[config.mk]
export PLATFORM = sky130hd
export DESIGN_NAME = pc_flat
export DESIGN_NICKNAME = d
export VERILOG_FILES = /design/src/rtl/pc_if.sv /design/src/rtl/pc.sv /design/src/flat_wrapper.sv
export SDC_FILE = /design/constraint.sdc
export NUM_CORES = 1
export LEC_CHECK = 0
export CORE_MARGIN = 2
export CORE_UTILIZATION = 44
export CTS_BUF_LIST = sky130_fd_sc_hd__clkbuf_4 sky130_fd_sc_hd__clkbuf_8
export DETAILED_ROUTE_END_ITERATION = 8
export MAX_ROUTING_LAYER = met4
export PLACE_DENSITY = 0.8
export SLEW_MARGIN = 15
export SYNTH_ARGS = -nofsm -noshare
export SYNTH_HDL_FRONTEND = slang
export SYNTH_SLANG_ARGS = --single-unit
[constraint.sdc]
create_clock -name clk -period 3.84 [get_ports clk]
set_input_delay 0.384 -clock clk [delete_from_list [all_inputs] [get_ports clk]]
set_output_delay 0.384 -clock clk [all_outputs]
set_load 0.02 [all_outputs]
[src/rtl/pc_if.sv]
// Fetch-address bus between the IF stage controller and the program counter.
// Parameter: size - datapath width in bits.
// Signals:
//   MPC     - PC-relative redirect select (next PC = PC + IMM)
//   JALR    - register-relative redirect select (next PC = IMM_rs, bit 0 cleared)
//   IMM     - signed PC-relative offset
//   IMM_rs  - precomputed rs1+imm JALR target
//   PC_Addr - current fetch address (registered)
//   PC_save - return address, PC_Addr + 4
// Modports: master drives selects/data, slave (the PC) drives addresses.
interface pc_if #(
  parameter int size = 32
);
  logic            MPC;
  logic            JALR;
  logic [size-1:0] IMM;
  logic [size-1:0] IMM_rs;
  logic [size-1:0] PC_Addr;
  logic [size-1:0] PC_save;

  modport master (
    output MPC, JALR, IMM, IMM_rs,
    input  PC_Addr, PC_save
  );

  modport slave (
    input  MPC, JALR, IMM, IMM_rs,
    output PC_Addr, PC_save
  );
endinterface

[src/rtl/pc.sv]
// Program counter for the IF stage of the 5-stage RV32I pipeline.
// Holds the fetch address and picks the next one each cycle:
//   JALR -> {IMM_rs[size-1:1], 0}, else MPC -> PC + IMM, else PC + 4.
// All adders are size bits wide; carry-out is dropped so the PC wraps.
// Ports:
//   clk   - clock, state updates on the rising edge
//   reset - synchronous active-low reset, loads RESET_ADDR
//   bus   - pc_if slave: MPC/JALR/IMM/IMM_rs in, PC_Addr/PC_save out
// Build option: define PC_WORD_ALIGN_EN to force bits [1:0] of every
// next-PC value to zero, so the PC is always word aligned.
module pc #(
  parameter int              size       = 32,
  parameter logic [size-1:0] RESET_ADDR = '0
) (
  input  logic  clk,
  input  logic  reset,
  pc_if.slave   bus
);

  localparam logic [size-1:0] STEP = size'(32'd4);

  logic [size-1:0] pc_q, pc_d;

  always_comb begin
    pc_d = pc_q + STEP;
    if (bus.JALR)     pc_d = {bus.IMM_rs[size-1:1], 1'b0};
    else if (bus.MPC) pc_d = pc_q + bus.IMM;
`ifdef PC_WORD_ALIGN_EN
    pc_d[1:0] = 2'b00;
`else
`endif
  end

  always_ff @(posedge clk) begin
    if (!reset) pc_q <= RESET_ADDR;
    else        pc_q <= pc_d;
  end

  assign bus.PC_Addr = pc_q;
  // Link address follows the register only; the redirect selects never reach it.
  assign bus.PC_save = pc_q + STEP;

endmodule

[src/flat_wrapper.sv]
// flat-port wrapper written by rule: the top's interface ports become plain ports
module pc_flat 
#(
  parameter int              size       = 32,
  parameter logic [size-1:0] RESET_ADDR = '0
)
  (clk, reset, bus_MPC, bus_JALR, bus_IMM, bus_IMM_rs, bus_PC_Addr, bus_PC_save);
  pc_if #(.size(size)) bus_i ();
  input  logic clk;
  input  logic reset;
  input wire logic [$bits(bus_i.MPC)-1:0] bus_MPC;
  input wire logic [$bits(bus_i.JALR)-1:0] bus_JALR;
  input wire logic [$bits(bus_i.IMM)-1:0] bus_IMM;
  input wire logic [$bits(bus_i.IMM_rs)-1:0] bus_IMM_rs;
  output wire logic [$bits(bus_i.PC_Addr)-1:0] bus_PC_Addr;
  output wire logic [$bits(bus_i.PC_save)-1:0] bus_PC_save;
  assign bus_i.MPC = bus_MPC;
  assign bus_i.JALR = bus_JALR;
  assign bus_i.IMM = bus_IMM;
  assign bus_i.IMM_rs = bus_IMM_rs;
  assign bus_PC_Addr = bus_i.PC_Addr;
  assign bus_PC_save = bus_i.PC_save;
  pc #(.size(size), .RESET_ADDR(RESET_ADDR)) u_core (.clk(clk), .reset(reset), .bus(bus_i));
endmodule
==> results of run 1 <==
power breakdown:
group | switching [W] | internal [W]
Sequential | 0.0000560 | 0.000365
Clock | 0.000154 | 0.000144
Combinational | 0.000474 | 0.000386
Total | 0.000684 | 0.000894
stage by stage:
step	power, W	util	area (sq um)
6_report	0.00158	0.638	5300
5_1_grt	0.00166	0.638	5300
4_1_cts	0.00157	0.638	5300
3_5_place_dp	0.00127	0.627	5200
3_3_place_gp	0.00127	0.627	5200
2_1_floorplan	0.000938	-	3810
critical path: stages (launching register included):
cell and delay (ps):
dfxtp_1 450, ha_1 260, nand2_1 120, nor2_1 390
and3_1 330, nand4_1 130, xor2_1 190, inv_1 60
clkdlybuf4s50_1 590
placed cells by master, fill, tap and decap left out, types with 3 or more instances in the layout:
cell type,Yosys,final
and3_1,9,9
nand4_1,13,13
nor3b_1,4,4
o21a_1,6,6
nor3_1,15,15
clkbuf_8,0,6
mux2i_1,4,4
o21ai_0,27,27
nor2_1,45,45
o21ai_1,9,9
clkdlybuf4s50_1,0,130
o21bai_1,4,4
ha_1,32,32
a21oi_1,50,50
a21o_1,9,9
buf_4,2,8
dfxtp_1,32,32
a21oi_2,3,3
nand2_1,56,56
o221ai_1,12,12
a211oi_1,14,14
inv_1,14,14
and4_1,3,3
or3_1,5,5
nand3_1,15,15
o211ai_1,3,3
a31oi_1,5,5
a22oi_1,3,3
xnor2_1,30,30
xor2_1,14,14
how the worst min path moves through the flow:
stage / startpoint / endpoint / slack (ps) / cells after the start
global route: flip-flop / flip-flop / 620 / 2
global placement: flip-flop / flip-flop / 530 / 2
detailed placement: flip-flop / flip-flop / 580 / 2
finish: flip-flop / flip-flop / 590 / 2
floorplan: bus_IMM_rs[1] / u_core.bus.PC_Addr[1]$_SDFFE_PN0P_ / 530 / 2
CTS: flip-flop / flip-flop / 600 / 2
layer usage:
| layer | track usage | vias to the layer above | share of wire |
|---|---|---|---|
| met5 | - | - | 0 |
| met4 | 0.0531 | 0 | 0.015 |
| met3 | 0.0383 | 23 | 0.075 |
| met2 | 0.504 | 178 | 0.46 |
| met1 | 0.414 | 2139 | 0.45 |
| li1 | - | 2160 | - |
layout make-up:
type	count	area share
inverters	15	0.0106
flip-flops and latches	32	0.121
clock inverters	2	0.00189
well taps	105	0.0248
clock buffers	6	0.0156
repair buffers	138	0.257
multi-input cells	441	0.569
cells by family after synthesis:
kind of cell,synth area share
flip-flops,0.168
adder cells (fa/ha/maj),0.110
buffers and inverters,0.0407
AND/OR/NAND/NOR,0.249
multiplexers,0.0135
AO/OA/AOI/OAI,0.305
XOR/XNOR,0.114
==> results by group, run 1 <==
Outcome
  – Outcome: completed

CTS
  – Inserted Clock Buffers: 5
  – Clk_lat worst skew: 300 ps
  – CTS Hold Bufs: 0
  – CTS tree: yes
  – H-tree depth: 2
  – CTS root buf: clkbuf_8
  – Reg clk slew, reported paths: 80 ps
  – Post-CTS Setup Bufs: 0
  – Post-CTS sizing: 0
  – Longest Clk Path Bufs: 2
  – Clock Sink Count: 32

Finish
  – Synth-to-layout area growth: 39.0%
  – Area of the multi-input gates: 3010 sq um
  – Final nets: 734
  – Antenna diodes: 0
  – Largest register FFs: 31
  – Fillers: 794
  – Post-Layout Cell Count: 739
  – Layout cell share with drive strength beyond 1: 0.0710
  – Register area: 641 sq um

Synth
  – Yosys top cell area share: 0.168
  – Mapped Nets: 612
  – YS warnings: 0
  – Synth area leader: dfxtp_1
  – Post-synth EDFFs: 0
  – Primary FF master, synth: dfxtp_1
  – Sequential cell area fraction in the yosys report: 0.168
  – #FFs+latches synth: 32
  – Mean Syn Cell Area: 7.45 sq um
  – Count leader, synth: nand2_1
  – Post-Syn Area: 3810 sq um
  – Synth area leaders: dfxtp_1 17%, ha_1 11%, xnor2_1 6.9%, a21oi_1 6.6%, nand2_1 5.5%
  – Post-synthesis instance total: 511
  – Count of different cell masters after synthesis: 72
  – Most instantiated cells after synthesis: 56 x nand2_1, 50 x a21oi_1, 45 x nor2_1
  – Ys async rst share: 0

Critical path
  – Worst Path Arrival: 2830 ps
  – Startpoint Class: flip-flop
  – Worst Setup End Kind: output pin
  – CP max FO: 6
  – WP data required: 3460 ps
  – Reg2reg setup slack: 1050 ps
  – R2r worst-path depth: 10
  – CP Capture Point: bus_PC_save[28]
  – Critical path type: reg2out
  – Setup crit start: u_core.bus.PC_Addr[2]$_SDFF_PN0_
  – RR Endpoint: u_core.bus.PC_Addr[30]$_SDFF_PN0_

Die
  – Starting Density: 0.459
  – Core footprint: 8300 sq um
  – Rows: 33
  – I/O Pins: 132
  – Die width: 97.0 um
  – Die area: 9420 sq um
  – Die Ht: 97.0 um

STA
  – Unrepaired setup endpoints after global routing: no
  – WHS: 587 ps
  – Final setup viols: 0
  – Fmax: 311 MHz
  – Final worst slack: 629 ps
  – Worst-Margin Slew: 867 ps
  – Clock skew: 6.29 ps
  – Setup_tns: 0 ps
  – Min Tclk post-route: 3210 ps
  – Final max-slew violation count: 0
  – Final hold vios: 0
  – Period utilization: 0.836
  – Slew headroom: 0.420

Power
  – Peak supply drop: 0.186 mV
  – Pleak: 2.05 nW
  – Cell area power density: 298 nW/um^2

Place
  – Setup WS pre-CTS: 673 ps
  – Port-buffer cells: 130
  – GPL Wtd Cong: 0.956
  – Placed Cells: 731
  – DP HPWL: 11.4 mm

GRT
  – Gr usage total: 0.308
  – Global-route wire length before repair: 22.8 mm
  – Global route total overflow: 0
  – Initial antenna violation count: 0
  – Vias in the first global route: 4,247
  – Largest net degree at the start of global routing: 22

Min path
  – Worst min path class: reg2reg

Flow run
  – Max Cap Violations: 0

Drt
  – Post-DRT Antenna Nets: 0
  – Vias: 4,500
  – 1st-iter DRT viols: 345
  – Final wirelength: 14.6 mm
  – DR pass1 iterations: 5
  – Drt via density: 6.09
  – Routed length per instance: 19.8 um
  – Post-route DRC: 0
No activity file was read; power rests on OpenSTA's default activity.
==> run 2, diff against run 1 <==
==> constraint.sdc (replaced) <==
create_clock -name clk -period 3.2 [get_ports clk]
set_input_delay 0.32 -clock clk [delete_from_list [all_inputs] [get_ports clk]]
set_output_delay 0.32 -clock clk [all_outputs]
set_load 0.02 [all_outputs]
==> run 2 against run 1 <==
Net effect:
- core utilization increased by 0.72 points
- clock power increased by 14%
- routed wire length increased by 1.7%
- cell count increased by 1.1%
- non-clock buffer count increased by 8
- largest cell class unchanged
- highest routed layer unchanged
==> results by group, run 2 (same netlist as run 1, synthesis figures left out) <==
Outcome
  – Outcome: completed (unchanged)

Min path
  – Worst min path class: reg2reg (unchanged)
  – Hold path cells: 2 (unchanged)

Critical path
  – Reg2reg setup slack: 440 ps (was 1050 ps)
  – Worst path slowest cell: clkdlybuf4s50_1 (unchanged)
  – CP max stage delay: 650 ps (was 590 ps)
  – CP max FO: 6 (unchanged)
  – WP data required: 2880 ps (was 3460 ps)
  – RR Endpoint: u_core.bus.PC_Addr[30]$_SDFF_PN0_ (unchanged)
  – R2r worst-path depth: 10 (unchanged)
  – WP buf/inv: 1 (was 2)
  – Worst Path Arrival: 2740 ps (was 2830 ps)
  – Worst Setup End Kind: output pin (unchanged)
  – CP Cell Sequence: nand3_1 -> or2_2 -> nor2_4 -> nand4_1 -> xnor2_2 -> clkdlybuf4s50_1 (was ha_1 -> nand2_1 -> nor2_1 -> and3_1 -> nand4_1 -> xor2_1 -> inv_1 -> clkdlybuf4s50_1)
  – CP delay by family, top: simple AND/OR/NAND/NOR gates (unchanged)
  – Startpoint Class: flip-flop (unchanged)
  – Critical path type: reg2out (unchanged)

GRT
  – Gr usage total: 0.318 (was 0.308)
  – Initial antenna violation count: 0 (unchanged)
  – Vias in the first global route: 4,476 (was 4,247)
  – Largest net degree at the start of global routing: 22 (unchanged)
  – Global route total overflow: 0 (unchanged)
  – Global-route wire length before repair: 23.7 mm (was 22.8 mm)

Finish
  – Final nets: 742 (was 734)
  – Commonest non-fill, non-tap cells in the layout: 129 x clkdlybuf4s50_1, 56 x nand2_1, 50 x a21oi_1, 44 x nor2_1 (was 130 x clkdlybuf4s50_1, 56 x nand2_1, 50 x a21oi_1, 45 x nor2_1)
  – Layout cell share with drive strength beyond 1: 0.0841 (was 0.0710)
  – Antenna diodes: 0 (unchanged)
  – Largest register FFs: 31 (unchanged)
  – Synth-to-layout area growth: 40.6% (was 39.0%)
  – Commonest non-fill, non-tap cell in the layout: clkdlybuf4s50_1 (unchanged)

STA
  – Final worst slack: 136 ps (was 629 ps)
  – Clock skew: 7.31 ps (was 6.29 ps)
  – Period utilization: 0.958
  – Slew headroom: 0.521 (was 0.420)
  – Fmax: 326 MHz
  – Worst-Margin Slew: 717 ps (was 867 ps)
  – Final max-slew violation count: 0 (unchanged)
  – WHS: 580 ps (was 587 ps)
  – Min Tclk post-route: 3060 ps
  – Unrepaired setup endpoints after global routing: no (unchanged)
  – Setup_tns: 0 ps (unchanged)
  – Final setup viols: 0 (unchanged)
  – Final hold vios: 0 (unchanged)

Drt
  – DR pass1 iterations: 5 (unchanged)
  – Routed length per instance: 19.9 um (was 19.8 um)
  – Vias: 4,660 (was 4,500)
  – Post-DRT Antenna Nets: 0 (unchanged)
  – Final wirelength: 14.9 mm (was 14.6 mm)
  – 1st-iter DRT viols: 391 (was 345)
  – Post-route DRC: 0 (unchanged)
  – Drt via density: 6.24 (was 6.09)

Place
  – DP HPWL: 11.7 mm (was 11.4 mm)
  – Port-buffer cells: 130 (unchanged)
  – Setup WS pre-CTS: 113 ps (was 673 ps)
  – GPL Wtd Cong: 0.984 (was 0.956)

Die
  – Starting Density: 0.459 (unchanged)
  – I/O Pins: 132 (unchanged)
  – Rows: 33 (unchanged)
  – Die width: 97.0 um (unchanged)
  – Die area: 9420 sq um (unchanged)
  – Die Ht: 97.0 um (unchanged)
  – Core footprint: 8300 sq um (unchanged)

CTS
  – Clock Sink Count: 32 (unchanged)
  – Reg clk slew, reported paths: 80 ps (about the same)
  – Post-CTS Setup Bufs: 0 (unchanged)
  – CTS root buf: clkbuf_8 (unchanged)
  – CTS tree: yes (unchanged)
  – Longest Clk Path Bufs: 2 (unchanged)
  – Inserted Clock Buffers: 5 (unchanged)
  – H-tree depth: 2 (unchanged)
  – Clk_lat worst skew: 300 ps (about the same)

Power
  – Peak supply drop: 0.173 mV (was 0.186 mV)
  – Pleak: 2.10 nW (was 2.05 nW)
  – Cell area power density: 354 nW/um^2 (was 298 nW/um^2)

Flow run
  – Max Cap Violations: 0 (unchanged)
## run 2: changes by cell type in the layout (fill, tap and decap cells not counted), sizes merged
cell	delta
clkinv	+1
dlymetal6s2s	+1
buf	+8
clkbuf	-1
clkdlybuf4s50	-1
## run 2: final cells by class
cell class,count,area [sq um]
Timing Repair Buffer,146,1420
Multi-Input combinational cell,441,3020
Clock buffer,5,68.8
Inverter,15,56.3
Tap cell,105,131
Fill cell,779,2940
Clock inverter,3,18.8
Sequential cell,32,641
## run 2: power by group
| part | internal (W) | switching [W] | total, W | leakage (nW) |
|---|---|---|---|---|
| sequential | 0.000437 | 0.0000659 | 0.000503 | 0.267 |
| combinational | 0.000475 | 0.000579 | 0.00105 | 1.78 |
| clock | 0.000152 | 0.000188 | 0.000340 | 0.0479 |
## run 2: how the worst max path moves through the flow
stage                                                 from                           endpoint  depth (start not counted)
after detailed placement                        bus_IMM[0]  u_core.bus.PC_Addr[30]$_SDFF_PN0_                         11
after global routing      u_core.bus.PC_Addr[9]$_SDFF_PN0_                    bus_PC_save[21]                          6
after CTS                 u_core.bus.PC_Addr[2]$_SDFF_PN0_                    bus_PC_save[28]                          8
after floorplan                                  flip-flop  u_core.bus.PC_Addr[26]$_SDFF_PN0_                         10
final                     u_core.bus.PC_Addr[4]$_SDFF_PN0_                    bus_PC_save[31]                          6
after global placement                          bus_IMM[0]  u_core.bus.PC_Addr[28]$_SDFF_PN0_                         11
## run 2: tightest hold or removal path, cell delays in order (launching register included)
cell and delay, ps:
dfxtp_1 350, mux2i_1 130, nor3_1 60
## run 2: what timing repair did
item / in CTS / in global routing
gates resized for setup: 0 / 2
hold buffers: 0 / 0
setup endpoints to repair: 0 / 2
## run 2: through the flow
| stage | util | power, W | instances | instance area, sq um |
|---|---|---|---|---|
| after floorplan | - | 0.00113 | 511 | 3810 |
| after global placement | 0.634 | 0.00153 | 739 | 5260 |
| after detailed placement | 0.634 | 0.00154 | 739 | 5260 |
| after CTS | 0.645 | 0.00188 | 747 | 5350 |
| after global routing | 0.645 | 0.00200 | 747 | 5360 |
| final | 0.645 | 0.00190 | 747 | 5360 |
## run 2: per-layer routing
metal	part of all wire	track usage	vias to the layer above
met5	0	-	-
met4	0.025	0.0986	0
met3	0.079	0.0412	28
met2	0.46	0.506	236
met1	0.43	0.422	2224
li1	-	-	2172
==> run 3, diff against run 2 <==
--- a/config.mk
+++ b/config.mk
@@ -9,7 +9,6 @@
 export CORE_UTILIZATION = 44
 export CTS_BUF_LIST = sky130_fd_sc_hd__clkbuf_4 sky130_fd_sc_hd__clkbuf_8
 export DETAILED_ROUTE_END_ITERATION = 8
-export MAX_ROUTING_LAYER = met4
 export PLACE_DENSITY = 0.8
 export SLEW_MARGIN = 15
 export SYNTH_ARGS = -nofsm -noshare
==> run 3 against run 2 <==
Net effect:
- critical path depth unchanged
- global-route usage decreased by 3.2 points
- sequential share of layout area about the same
- maximum frequency increased by 0.72%
- combinational power about the same
- sequential cell count unchanged
- die area unchanged
- sequential power about the same
- setup slack improved by 22 ps
- clock skew increased by 0.85 ps
- register-to-register slack improved by 30 ps
- core utilization about the same
- largest power group unchanged
==> results by group, run 3 (same netlist as run 1, synthesis figures left out) <==
Flow run
  – Max Cap Violations: 0 (unchanged)

STA
  – Setup_tns: 0 ps (unchanged)
  – Final setup viols: 0 (unchanged)
  – Final hold vios: 0 (unchanged)
  – Period utilization: 0.951 (was 0.958)
  – Worst-Margin Slew: 719 ps (was 717 ps)
  – Final max-slew violation count: 0 (unchanged)
  – Min Tclk post-route: 3040 ps (was 3060 ps)
  – Clock skew: 8.16 ps (was 7.31 ps)
  – Unrepaired setup endpoints after global routing: no (unchanged)
  – Fmax: 329 MHz (was 326 MHz)
  – Slew headroom: 0.520 (was 0.521)
  – WHS: 573 ps (was 580 ps)

Power
  – Cell area power density: 365 nW/um^2 (was 354 nW/um^2)
  – Pleak: 2.08 nW (was 2.10 nW)
  – Peak supply drop: 0.197 mV (was 0.173 mV)

GRT
  – Initial antenna violation count: 0 (unchanged)
  – Largest net degree at the start of global routing: 22 (unchanged)
  – Global route total overflow: 0 (unchanged)
  – Vias in the first global route: 4,397 (was 4,476)
  – Global-route wire length before repair: 22.2 mm (was 23.7 mm)
  – Gr usage total: 0.286 (was 0.318)

Finish
  – Synth-to-layout area growth: 40.6% (about the same)
  – Antenna diodes: 0 (unchanged)
  – Largest register FFs: 31 (unchanged)
  – Commonest non-fill, non-tap cells in the layout: 129 x clkdlybuf4s50_1, 56 x nand2_1, 50 x a21oi_1, 44 x nor2_1 (unchanged)
  – Commonest non-fill, non-tap cell in the layout: clkdlybuf4s50_1 (unchanged)
  – Layout cell share with drive strength beyond 1: 0.0799 (was 0.0841)
  – Final nets: 738 (was 742)

CTS
  – Post-CTS Setup Bufs: 0 (unchanged)
  – CTS root buf: clkbuf_8 (unchanged)
  – Inserted Clock Buffers: 5 (unchanged)
  – CTS Hold Bufs: 0 (unchanged)
  – Longest Clk Path Bufs: 2 (unchanged)
  – Clk_lat worst skew: 300 ps (about the same)
  – H-tree depth: 2 (unchanged)
  – Reg clk slew, reported paths: 80 ps (about the same)
  – Clock Sink Count: 32 (unchanged)
  – CTS tree: yes (unchanged)

Die
  – Core footprint: 8300 sq um (unchanged)
  – Die Ht: 97.0 um (unchanged)
  – Die area: 9420 sq um (unchanged)
  – I/O Pins: 132 (unchanged)
  – Rows: 33 (unchanged)
  – Starting Density: 0.459 (unchanged)
  – Die width: 97.0 um (unchanged)

Critical path
  – Startpoint Class: flip-flop (unchanged)
  – WP data required: 2880 ps (about the same)
  – Worst Setup End Kind: output pin (unchanged)
  – CP max FO: 7 (was 6)
  – Worst Path Arrival: 2720 ps (was 2740 ps)
  – Critical path type: reg2out (unchanged)

Drt
  – Post-DRT Antenna Nets: 0 (unchanged)
  – Drt via density: 6.21 (was 6.24)
  – 1st-iter DRT viols: 425 (was 391)
  – DR pass1 iterations: 6 (was 5)
  – Vias: 4,614 (was 4,660)
  – Final wirelength: 14.1 mm (was 14.9 mm)
  – Post-route DRC: 0 (unchanged)
  – Routed length per instance: 19.0 um (was 19.9 um)

Place
  – GPL Wtd Cong: 1.02 (was 0.984)
  – Port-buffer cells: 130 (unchanged)
  – DP HPWL: 11.0 mm (was 11.7 mm)

Outcome
  – Outcome: completed (unchanged)

Min path
  – Worst min path class: reg2reg (unchanged)
## run 3: changes by cell type in the layout (fill, tap and decap cells not counted)
cell	delta
nor3_1	-1
clkinvlp_4	+1
nor3_2	+1
clkinv_2	-1
clkinv_4	-1
bufinv_16	+1
buf_4	-4
## run 3: layout make-up
type / instances / area (sq um)
Tap cell: 105 / 131
Clock inverter: 3 / 42.5
Sequential cell: 32 / 641
Clock buffer: 5 / 68.8
Timing Repair Buffer: 142 / 1390
Multi-Input combinational cell: 441 / 3020
Inverter: 15 / 56.3
Fill cell: 740 / 2950
## run 3: worst paths after layout
check | startpoint | endpoint | slack [ps] | depth (start not counted)
min | flip-flop | flip-flop | 570 | 2
max | u_core.bus.PC_Addr[9]$_SDFF_PN0_ | bus_PC_save[27] | 160 | 6
max reg2reg | flip-flop | u_core.bus.PC_Addr[28]$_SDFF_PN0_ | 470 | 10
min reg2reg | flip-flop | flip-flop | 570 | 2
## run 3: worst max-delay path: stages (launching register included)
cell and delay [ps]:
dfxtp_1 480, nand4_2 230, or3_4 480, nor2_4 190
nand4_1 150, xnor2_1 240, clkdlybuf4s50_1 640
## run 3: layer usage
| metal | share of wire | wire, um | global-route usage | up-vias |
|---|---|---|---|---|
| met3 | 0.088 | 1240 | 0.0491 | 33 |
| met1 | 0.42 | 5910 | 0.380 | 2160 |
| li1 | - | - | - | 2158 |
| met4 | 0.022 | 307 | 0.0791 | 0 |
| met2 | 0.47 | 6650 | 0.477 | 263 |
| met5 | 0 | 0 | 0 | - |
## run 3: per-stage QoR
step / utilization / cell area [sq um] / power, W / setup WS, ps / cells
2_1_floorplan: - / 3810 / 0.00113 / 741 / 511
6_report: 0.645 / 5350 / 0.00196 / 158 / 743
3_3_place_gp: 0.630 / 5230 / 0.00151 / 183 / 735
5_1_grt: 0.645 / 5350 / 0.00205 / 5.36 / 743
4_1_cts: 0.644 / 5340 / 0.00193 / 78.8 / 743
3_5_place_dp: 0.630 / 5230 / 0.00152 / 167 / 735
## run 3: repair_timing
action | CTS | global route
hold endpoints to repair | 0 | 0
endpoints found under the setup margin | 0 | 1
gates resized for setup | 0 | 3
## run 3: power breakdown
part           internal, W  total (W)  switching, W
registers         0.000437   0.000503     0.0000652
clock network     0.000231   0.000416      0.000185
logic             0.000468    0.00104      0.000571
total              0.00114    0.00196      0.000821
